File: config.mk
export PLATFORM = sky130hd
export DESIGN_NAME = mips_mc_controller
export DESIGN_NICKNAME = d
export VERILOG_FILES = /design/src/rtl/mips_mc_pkg.sv /design/src/rtl/mips_mc_alu_decoder.sv /design/src/rtl/mips_mc_controller.sv
export SDC_FILE = /design/constraint.sdc
export NUM_CORES = 1
export LEC_CHECK = 0
export BUFFER_PORTS_ARGS = -buffer_cell sky130_fd_sc_hd__buf_4
export CAP_MARGIN = 5
export CORE_AREA = 2 2 39 41
export CTS_BUF_LIST = sky130_fd_sc_hd__clkbuf_8
export CTS_CLUSTER_DIAMETER = 30
export CTS_CLUSTER_SIZE = 40
export DETAILED_ROUTE_END_ITERATION = 12
export DIE_AREA = 0 0 41 43
export PLACE_DENSITY = 0.83
export SLEW_MARGIN = 10
export SYNTH_ARGS = -nofsm -noshare
export SYNTH_HDL_FRONTEND = slang
export SYNTH_HIERARCHICAL = 1
export SYNTH_SLANG_ARGS = --single-unit
File: constraint.sdc
create_clock -name clk -period 2.4 [get_ports clk]
set_clock_uncertainty 0.15 [all_clocks]
set_input_delay 0.36 -clock clk [delete_from_list [all_inputs] [get_ports clk]]
set_output_delay 0.36 -clock clk [all_outputs]
set_load 0.03 [all_outputs]
File: src/rtl/mips_mc_pkg.sv
// Encodings shared by the multi-cycle MIPS controller and its ALU decoder.
// MIPS_MC_BNE_EN adds the bne opcode.
package mips_mc_pkg;

    localparam logic [5:0] OP_RTYPE = 6'b000000;
    localparam logic [5:0] OP_LW    = 6'b100011;
    localparam logic [5:0] OP_SW    = 6'b101011;
    localparam logic [5:0] OP_BEQ   = 6'b000100;
    localparam logic [5:0] OP_ADDI  = 6'b001000;
    localparam logic [5:0] OP_J     = 6'b000010;
`ifdef MIPS_MC_BNE_EN
    localparam logic [5:0] OP_BNE   = 6'b000101;
`endif

    localparam logic [5:0] FUNCT_ADD = 6'b100000;
    localparam logic [5:0] FUNCT_SUB = 6'b100010;
    localparam logic [5:0] FUNCT_AND = 6'b100100;
    localparam logic [5:0] FUNCT_OR  = 6'b100101;
    localparam logic [5:0] FUNCT_SLT = 6'b101010;

    localparam logic [2:0] ALU_ADD = 3'b010;
    localparam logic [2:0] ALU_SUB = 3'b110;
    localparam logic [2:0] ALU_AND = 3'b000;
    localparam logic [2:0] ALU_OR  = 3'b001;
    localparam logic [2:0] ALU_SLT = 3'b111;

    localparam logic [1:0] ALUOP_ADD   = 2'b00;
    localparam logic [1:0] ALUOP_SUB   = 2'b01;
    localparam logic [1:0] ALUOP_FUNCT = 2'b10;

    localparam logic [1:0] SRCB_REG     = 2'b00;
    localparam logic [1:0] SRCB_FOUR    = 2'b01;
    localparam logic [1:0] SRCB_IMM     = 2'b10;
    localparam logic [1:0] SRCB_IMM_SH2 = 2'b11;

    localparam logic [1:0] PCSRC_ALU    = 2'b00;
    localparam logic [1:0] PCSRC_ALUOUT = 2'b01;
    localparam logic [1:0] PCSRC_JUMP   = 2'b10;

    typedef enum logic [3:0] {
        S_FETCH    = 4'd0,
        S_DECODE   = 4'd1,
        S_MEMADR   = 4'd2,
        S_MEMRD    = 4'd3,
        S_MEMWB    = 4'd4,
        S_MEMWR    = 4'd5,
        S_EXECUTE  = 4'd6,
        S_ALUWB    = 4'd7,
        S_BRANCH   = 4'd8,
        S_ADDIEXEC = 4'd9,
        S_ADDIWB   = 4'd10,
        S_JUMP     = 4'd11
    } state_e;

endpackage

File: src/rtl/mips_mc_alu_decoder.sv
// Maps ALUOp and Funct to the 3-bit ALUControl code.
// Purely combinational, zero latency; no flow control.
module mips_mc_alu_decoder
    import mips_mc_pkg::*;
(
    input  logic [1:0] alu_op_i,
    input  logic [5:0] funct_i,
    output logic [2:0] alu_control_o
);

    always_comb begin
        alu_control_o = ALU_ADD;
        case (alu_op_i)
            ALUOP_SUB: alu_control_o = ALU_SUB;
            ALUOP_FUNCT: begin
                // Unrecognised functs fall back to add so the writeback is still defined.
                case (funct_i)
                    FUNCT_ADD: alu_control_o = ALU_ADD;
                    FUNCT_SUB: alu_control_o = ALU_SUB;
                    FUNCT_AND: alu_control_o = ALU_AND;
                    FUNCT_OR:  alu_control_o = ALU_OR;
                    FUNCT_SLT: alu_control_o = ALU_SLT;
                    default:   alu_control_o = ALU_ADD;
                endcase
            end
            default: alu_control_o = ALU_ADD;
        endcase
    end

endmodule

File: src/rtl/mips_mc_controller.sv
// Multi-cycle MIPS main control FSM (Moore, one state per clock); MIPS_MC_BNE_EN enables bne.
// Latency lw 5, sw/R/addi 4, beq/bne/j 3, unknown 2 cycles; no backpressure.
module mips_mc_controller
    import mips_mc_pkg::*;
(
    input  logic       clk,
    input  logic       rst_n,
    input  logic [5:0] Op,
    input  logic [5:0] Funct,
    input  logic       Zero,
    output logic       IorD,
    output logic       IRWrite,
    output logic       MemWrite,
    output logic       PCEn,
    output logic       RegWrite,
    output logic       RegDst,
    output logic       MemtoReg,
    output logic       ALUSrcA,
    output logic [1:0] ALUSrcB,
    output logic [1:0] PCSrc,
    output logic [2:0] ALUControl,
    output logic       InstrDone
);

    state_e     state_q, state_d;
    logic [1:0] alu_op;
    logic       ir_write, mem_write, reg_write, pc_write, branch, instr_done, branch_cond;

    always_ff @(posedge clk or negedge rst_n) begin
        if (!rst_n) state_q <= S_FETCH;
        else        state_q <= state_d;
    end

    always_comb begin
        state_d    = S_FETCH;
        alu_op     = ALUOP_ADD;
        ir_write   = 1'b0;
        mem_write  = 1'b0;
        reg_write  = 1'b0;
        pc_write   = 1'b0;
        branch     = 1'b0;
        instr_done = 1'b0;
        IorD       = 1'b0;
        RegDst     = 1'b0;
        MemtoReg   = 1'b0;
        ALUSrcA    = 1'b0;
        ALUSrcB    = SRCB_REG;
        PCSrc      = PCSRC_ALU;
        case (state_q)
            S_FETCH: begin
                ALUSrcB  = SRCB_FOUR;
                ir_write = 1'b1;
                pc_write = 1'b1;
                state_d  = S_DECODE;
            end
            S_DECODE: begin
                // Branch target is computed here speculatively and parked in ALUOut.
                ALUSrcB = SRCB_IMM_SH2;
                case (Op)
                    OP_LW, OP_SW: state_d = S_MEMADR;
                    OP_RTYPE:     state_d = S_EXECUTE;
                    OP_BEQ:       state_d = S_BRANCH;
`ifdef MIPS_MC_BNE_EN
                    OP_BNE:       state_d = S_BRANCH;
`endif
                    OP_ADDI:      state_d = S_ADDIEXEC;
                    OP_J:         state_d = S_JUMP;
                    default: begin
                        state_d    = S_FETCH;
                        instr_done = 1'b1;
                    end
                endcase
            end
            S_MEMADR: begin
                ALUSrcA = 1'b1;
                ALUSrcB = SRCB_IMM;
                state_d = (Op == OP_SW) ? S_MEMWR : S_MEMRD;
            end
            S_MEMRD: begin
                IorD    = 1'b1;
                state_d = S_MEMWB;
            end
            S_MEMWB: begin
                MemtoReg   = 1'b1;
                reg_write  = 1'b1;
                instr_done = 1'b1;
            end
            S_MEMWR: begin
                IorD       = 1'b1;
                mem_write  = 1'b1;
                instr_done = 1'b1;
            end
            S_EXECUTE: begin
                ALUSrcA = 1'b1;
                alu_op  = ALUOP_FUNCT;
                state_d = S_ALUWB;
            end
            S_ALUWB: begin
                RegDst     = 1'b1;
                reg_write  = 1'b1;
                instr_done = 1'b1;
            end
            S_BRANCH: begin
                ALUSrcA    = 1'b1;
                alu_op     = ALUOP_SUB;
                PCSrc      = PCSRC_ALUOUT;
                branch     = 1'b1;
                instr_done = 1'b1;
            end
            S_ADDIEXEC: begin
                ALUSrcA = 1'b1;
                ALUSrcB = SRCB_IMM;
                state_d = S_ADDIWB;
            end
            S_ADDIWB: begin
                reg_write  = 1'b1;
                instr_done = 1'b1;
            end
            S_JUMP: begin
                PCSrc      = PCSRC_JUMP;
                pc_write   = 1'b1;
                instr_done = 1'b1;
            end
            default: state_d = S_FETCH;
        endcase
    end

`ifdef MIPS_MC_BNE_EN
    assign branch_cond = (Op == OP_BNE) ? ~Zero : Zero;
`else
    assign branch_cond = Zero;
`endif

    mips_mc_alu_decoder u_alu_dec (
        .alu_op_i      (alu_op),
        .funct_i       (Funct),
        .alu_control_o (ALUControl)
    );

    // Enables are gated by rst_n so nothing is written while reset is held.
    assign IRWrite   = rst_n & ir_write;
    assign MemWrite  = rst_n & mem_write;
    assign RegWrite  = rst_n & reg_write;
    assign InstrDone = rst_n & instr_done;
    assign PCEn      = rst_n & (pc_write | (branch & branch_cond));

endmodule

==> reports/qor.yml, run 1 <==
worstSkewPairLatency_ps: 210
synth_top_family_by_area: "simple AND/OR/NAND/NOR gates"
setup_viol_count_final: 0
grt_usage: 0.203
rr_worst_depth: 4
min_path_type: "input port to flip-flop"
synth_xor_area_frac: 0.0454
placed_cells: 127
syn2layout_area_growth_pct: 71.5
grt_start_max_net_pins: 13
coreArea_sq_um: 1380
detail-route-antenna-nets: 0
cp_max_fo: 4
async_flop_share: 1.00
critical_path_class: "flip-flop to output pin"
arrival_ps: 1850
ir_drop_v: 0.000558
drc: 0
start_util: 0.419
slew_violations: 0
regMostFlops: "state_q"
num-nets-final: 135
routedWlPerCell_um: 14.4
cts_buffers: 3
min_to: "state_q[0]"
max_freq_mhz: 423
startpoint: "state_q[2]"
drt_iter0_markers: 26
post-route-min-period_ps: 2360
grt_pass1_wl_um: 2570
critPathRequiredTime_ps: 1890
gp_congestion: 0.856
dp_hpwl_um: 1330
grt_pass1_vias: 658
worstMarginPinSlew_ps: 420
overflow: 0
layout.cells.non_filler: 132
num_rows: 14
synth_compound_area_frac: 0.246
timing.final.crit_share: 0.984
drt_pass1_iterations: 4
power.density_nw_per_um2: 870
io-pin-count: 31
min-delay-start: "Op[4]"
cts_buffer_depth: 2
fill_cells: 106
dr_total_vias: 781
antenna_cells: 0
vias_per_cell: 5.92
die_area_sq_um: 1760
reg.largest.list: "state_q (4)"
reg2reg_to: "state_q[2]"
fin_tns_setup_ps: 0
crit_path_start_kind: "flip-flop"
reg2reg_from: "state_q[1]"
die_h_um: 43
routed_wl_um: 1900
h-tree-depth: 1
synth-edff-count: 0
cts.sinks: 4
clk_pin_slew_worst_paths_ps: 30
status: "complete, no violations"
whs_path_depth: 4
cts_root_buf: "clkbuf_8"
drive_above_1_share: 0.474
power.total_uw: 864
ys_warn_count: 6
syn_area_sq_um: 579
largest_reg_flops: 4
yosys.area_share.simple: 0.402
yosys.area_share.adder: 0.0432
cap_violations: 0
slew_headroom: 0.716
syn_inst: 81
worstSetupEndpointType: "output pin"
ys_types: 34
final_hold_viol_count: 0
r2r_setup_slack_ps: 910
synth_fp_nets: 98
synth_ff_type: "dfrtp_1"
antenna_found_initial: 0
p_leak_nw: 0.421
seq_area_frac_synth: 0.173
muxShareOfSynthArea: 0.0173
ys_seq_elements: 4
portBuffers: 30
cts_tree: "built"
die_w_um: 41
syn_avg_cell_area_sq_um: 7.15
==> per-stage QoR <==
step	util	setup slack, ps	hold WS [ps]	instance area [sq um]
5_1_grt	0.718	-41.8	329	993
4_1_cts	0.657	8.30	317	910
3_3_place_gp	0.613	231	9.34	848
3_5_place_dp	0.613	156	12.2	848
2_1_floorplan	-	-134	-85.6	586
6_report	0.718	37.4	319	993
==> synthesized netlist by cell type, types with 2 or more instances <==
cell	number	share of area
nor3_1	11	0.095
nor2_1	8	0.052
inv_1	6	0.039
o21ai_0	5	0.043
a21oi_1	4	0.035
dfrtp_1	4	0.17
clkbuf_1	3	0.019
nand2b_1	3	0.032
nand3_1	3	0.026
xor2_1	3	0.045
a211oi_1	2	0.026
a31oi_1	2	0.022
ha_1	2	0.043
nand2_1	2	0.013
nand4bb_1	2	0.039
nor2b_1	2	0.022
o22ai_1	2	0.022
==> worst max path at each step <==
stage                          to  slack, ps  cells past startpoint
floorplan           ALUControl[2]       -130                      7
global placement    ALUControl[0]        230                      7
detailed placement  ALUControl[2]        160                      6
CTS                 ALUControl[2]          8                      6
global route        ALUControl[0]        -40                      7
finish              ALUControl[0]         40                      7
==> timing repair <==
item,CTS,global route
setup endpoints to repair,2,3
hold buffers,1,0
hold endpoints to repair,4,0
pin swaps,0,2
setup buffers,0,1
resized for setup,2,14
==> routing by layer <==
| metal | share of wire | track usage |
|---|---|---|
| met5 | 0 | 0 |
| met4 | 0.020 | 0.0600 |
| met3 | 0.055 | 0 |
| met2 | 0.54 | 0.369 |
| met1 | 0.38 | 0.241 |
==> logic make-up (layout without fill, tap and decap cells) <==
| family | Yosys count | in the layout |
|---|---|---|
| and+or+nand+nor | 39 | 39 |
| AOI/OAI and AO/OA | 21 | 21 |
| buffers and inverters | 11 | 46 |
| DFF | 4 | 4 |
| xor gates and xnor gates | 3 | 3 |
| adders and majority gates | 2 | 2 |
| muxes | 1 | 1 |
==> cell usage in the layout, fill, tap and decap left out, types with 2 or more instances in the layout <==
cell / count
dfrtp_2: 2
xor2_1: 3
o21ai_0: 5
dfrtp_1: 2
clkbuf_8: 3
nor3_1: 9
nand3_1: 3
inv_1: 5
nor2b_1: 2
buf_4: 34
nor2_1: 8
a21oi_1: 3
nand2_1: 2
buf_6: 2
nor3_4: 2
a211oi_1: 2
nand2b_4: 2
==> power by group <==
part	total [mW]	internal, mW	leakage (nW)	switching (mW)
clock network	0.139	0.107	0.0216	0.0326
logic	0.583	0.238	0.349	0.345
registers	0.142	0.0911	0.0504	0.0513
==> worst max-delay path: stages, from the launching register on <==
cell       delay (ps)
dfrtp_1           390
nand2b_4          170
nor3_4            240
inv_2              70
ha_4              260
nand4bb_4         240
a21oi_2           130
buf_6             140
==> final cells by class <==
type	instances	area, sq um	share of cell area
clock buffers	3	41.3	0.0416
well taps	16	20.0	0.0202
repair buffers	37	288	0.290
inverters	6	22.5	0.0227
multi-input cells	66	519	0.523
flip-flops and latches	4	103	0.103
(Power assumes the default switching activity.)
==> run 2: changes to the inputs <==
Settings changed: ABC_AREA set to 1, CELL_PAD_IN_SITES_DETAIL_PLACEMENT set to 1, CELL_PAD_IN_SITES_GLOBAL_PLACEMENT set to 1, CORE_AREA 2 2 39 41 to unset, CORE_ASPECT_RATIO set to 1.1, CORE_MARGIN set to 2, CORE_UTILIZATION set to 29, DIE_AREA 0 0 41 43 to unset, PLACE_DENSITY 0.83 to 0.86.
==> reports/qor.yml, run 2 <==
worstSetupEndpointType: "output pin"
h-tree-depth: 1
reg2reg_from: "state_q[3]"
vias_per_cell: 4.59
syn_inst: 127
cts_tree: "built"
post-route-min-period_ps: 2300
gp_congestion: 0.792
routedWlPerCell_um: 11.2
clk_pin_slew_worst_paths_ps: 30
cts_buffers: 3
overflow: 0
cts_root_buf: "clkbuf_8"
crit_buf_inv: 4
cp_max_fo: 4
arrival_ps: 1790
io-pin-count: 31
dp_hpwl_um: 1840
cpMostUsedCell: "inv_2"
start_util: 0.312
reg.largest.list: "state_q (4)"
ys_warn_count: 6
crit_chain: "inv_2, nand2_1, inv_2, nand2_1, inv_2, ha_4, or2_1, a21oi_2, buf_6"
synth_ff_type: "dfrtp_1"
syn_area_sq_um: 644
crit_path_start_kind: "flip-flop"
critical_path_class: "flip-flop to output pin"
async_flop_share: 1.00
drc: 0
synth_fp_nets: 144
r2r_setup_slack_ps: 1030
drt_pass1_iterations: 4
synth_top_area_frac: 0.169
largest_reg_flops: 4
p_leak_nw: 0.571
drt_iter0_markers: 2
fin_area_sq_um: 1000
rr_worst_depth: 6
cts.sinks: 4
num_rows: 17
status: "complete, no violations"
critPathRequiredTime_ps: 1890
dr_total_vias: 881
routed_wl_um: 2160
final_hold_viol_count: 0
detail-route-antenna-nets: 0
die_w_um: 48.9
drive_above_1_share: 0.348
final_cell_mix: "32 x buf_4, 28 x nand2_1, 25 x nor2_1, 25 x inv_1, 10 x nand3_1"
whs_ps: 352
power.density_nw_per_um2: 807
synth_most_common_cell: "nand2_1"
ys_seq_elements: 4
fill_cells: 303
die_area_sq_um: 2620
die_h_um: 53.4
max_stage_delay_ps: 400
portBuffers: 30
min_path_type: "input port to async pin"
worstSkewPairLatency_ps: 210
syn2layout_area_growth_pct: 55.7
syn_avg_cell_area_sq_um: 5.07
synth_common_cells: "29 x nand2_1, 28 x inv_1, 26 x nor2_1, 10 x nand3_1, 7 x nor2_2"
ys_types: 16
ir_drop_v: 0.000702
num-nets-final: 183
grt_usage: 0.170
grt_pass1_wl_um: 3520
cap_violations: 0
crit_slowest_cell: "dfrtp_1"
antenna_cells: 0
setup_viol_count_final: 0
grt_pass1_vias: 877
antenna_found_initial: 0
cts_buffer_depth: 2
placed_area_sq_um: 905
reg2reg_to: "state_q[1]"
max_freq_mhz: 434
synth-edff-count: 0
final_common_cell: "buf_4"
grt_start_max_net_pins: 6
cpLargestDelayFamily: "buffers and inverters"
regMostFlops: "state_q"
seq_area_frac_synth: 0.155
slew_headroom: 0.837
synth_top_area_cell: "nand2_1"
coreArea_sq_um: 2060
slew_violations: 0
synth.area.top_cells: "nand2_1 17%, inv_1 16%, dfrtp_1 16%"
worstMarginPinSlew_ps: 243
timing.final.crit_share: 0.959
[run 2: layout make-up]
cell class | count | area (sq um) | area share
timing repair buffer | 34 | 262 | 0.261
clock buffer | 3 | 41.3 | 0.0411
sequential | 4 | 100 | 0.0998
multi-input combinational | 91 | 445 | 0.444
tap | 28 | 35.0 | 0.0349
inverter | 32 | 120 | 0.120
[run 2: worst max-delay path by stage]
stage | from | endpoint | slack (ps) | depth (start not counted)
2_1_floorplan | state_q[3] | PCEn | 150 | 5
3_3_place_gp | state_q[2] | ALUControl[0] | 290 | 8
3_5_place_dp | state_q[0] | ALUControl[0] | 210 | 9
4_1_cts | state_q[0] | ALUControl[0] | 20 | 8
5_1_grt | state_q[2] | ALUControl[1] | -6 | 12
6_report | state_q[0] | ALUControl[0] | 100 | 9
[run 2: cells by family (layout without fill, tap and decap cells)]
family,after synthesis,after routing,share of synthesized area
AO/OA/AOI/OAI,14,14,0.124
adder cells (fa/ha/maj),2,2,0.0388
buffers and inverters,32,69,0.186
flip-flops,4,4,0.155
AND/OR/NAND/NOR,75,75,0.495
[run 2: timing repair]
item / in CTS / in global routing
setup endpoints to repair: 1 / 3
hold endpoints to repair: 4 / 0
buffers inserted: 0 / 3
pin swaps: 0 / 1
resized for setup: 2 / 6
hold buffers: 1 / 0
[run 2: worst reg2reg max path: cells and delay by family (launching register included)]
| family | cells | cell delay (ps) |
|---|---|---|
| DFF | 1 | 410 |
| and+or+nand+nor | 3 | 380 |
| buffers and inverters | 1 | 100 |
| AOI/OAI and AO/OA | 2 | 200 |
[run 2: where the power goes]
group / leakage, nW / switching (mW) / internal, mW
combinational: 0.496 / 0.366 / 0.193
sequential: 0.0531 / 0.0245 / 0.0891
clock: 0.0216 / 0.0313 / 0.107
total: 0.571 / 0.421 / 0.388
[run 2: per-layer routing]
metal	vias to the layer above	wire, um	GRT usage
li1	454	-	-
met1	406	920	0.191
met2	19	1170	0.338
met3	2	54	0.0311
met4	0	16	0.0286
met5	-	0	0
[run 2: stage by stage]
step / TNS [ps] / total power [mW] / std cells / setup WS (ps) / utilization
finish: 0 / 0.810 / 192 / 97.8 / 0.486
global route: -7.34 / 0.869 / 192 / -6.02 / 0.486
CTS: 0 / 0.792 / 189 / 21.6 / 0.465
detailed placement: 0 / 0.647 / 185 / 213 / 0.438
global placement: 0 / 0.631 / 185 / 286 / 0.438
floorplan: 0 / 0.461 / 127 / 151 / -
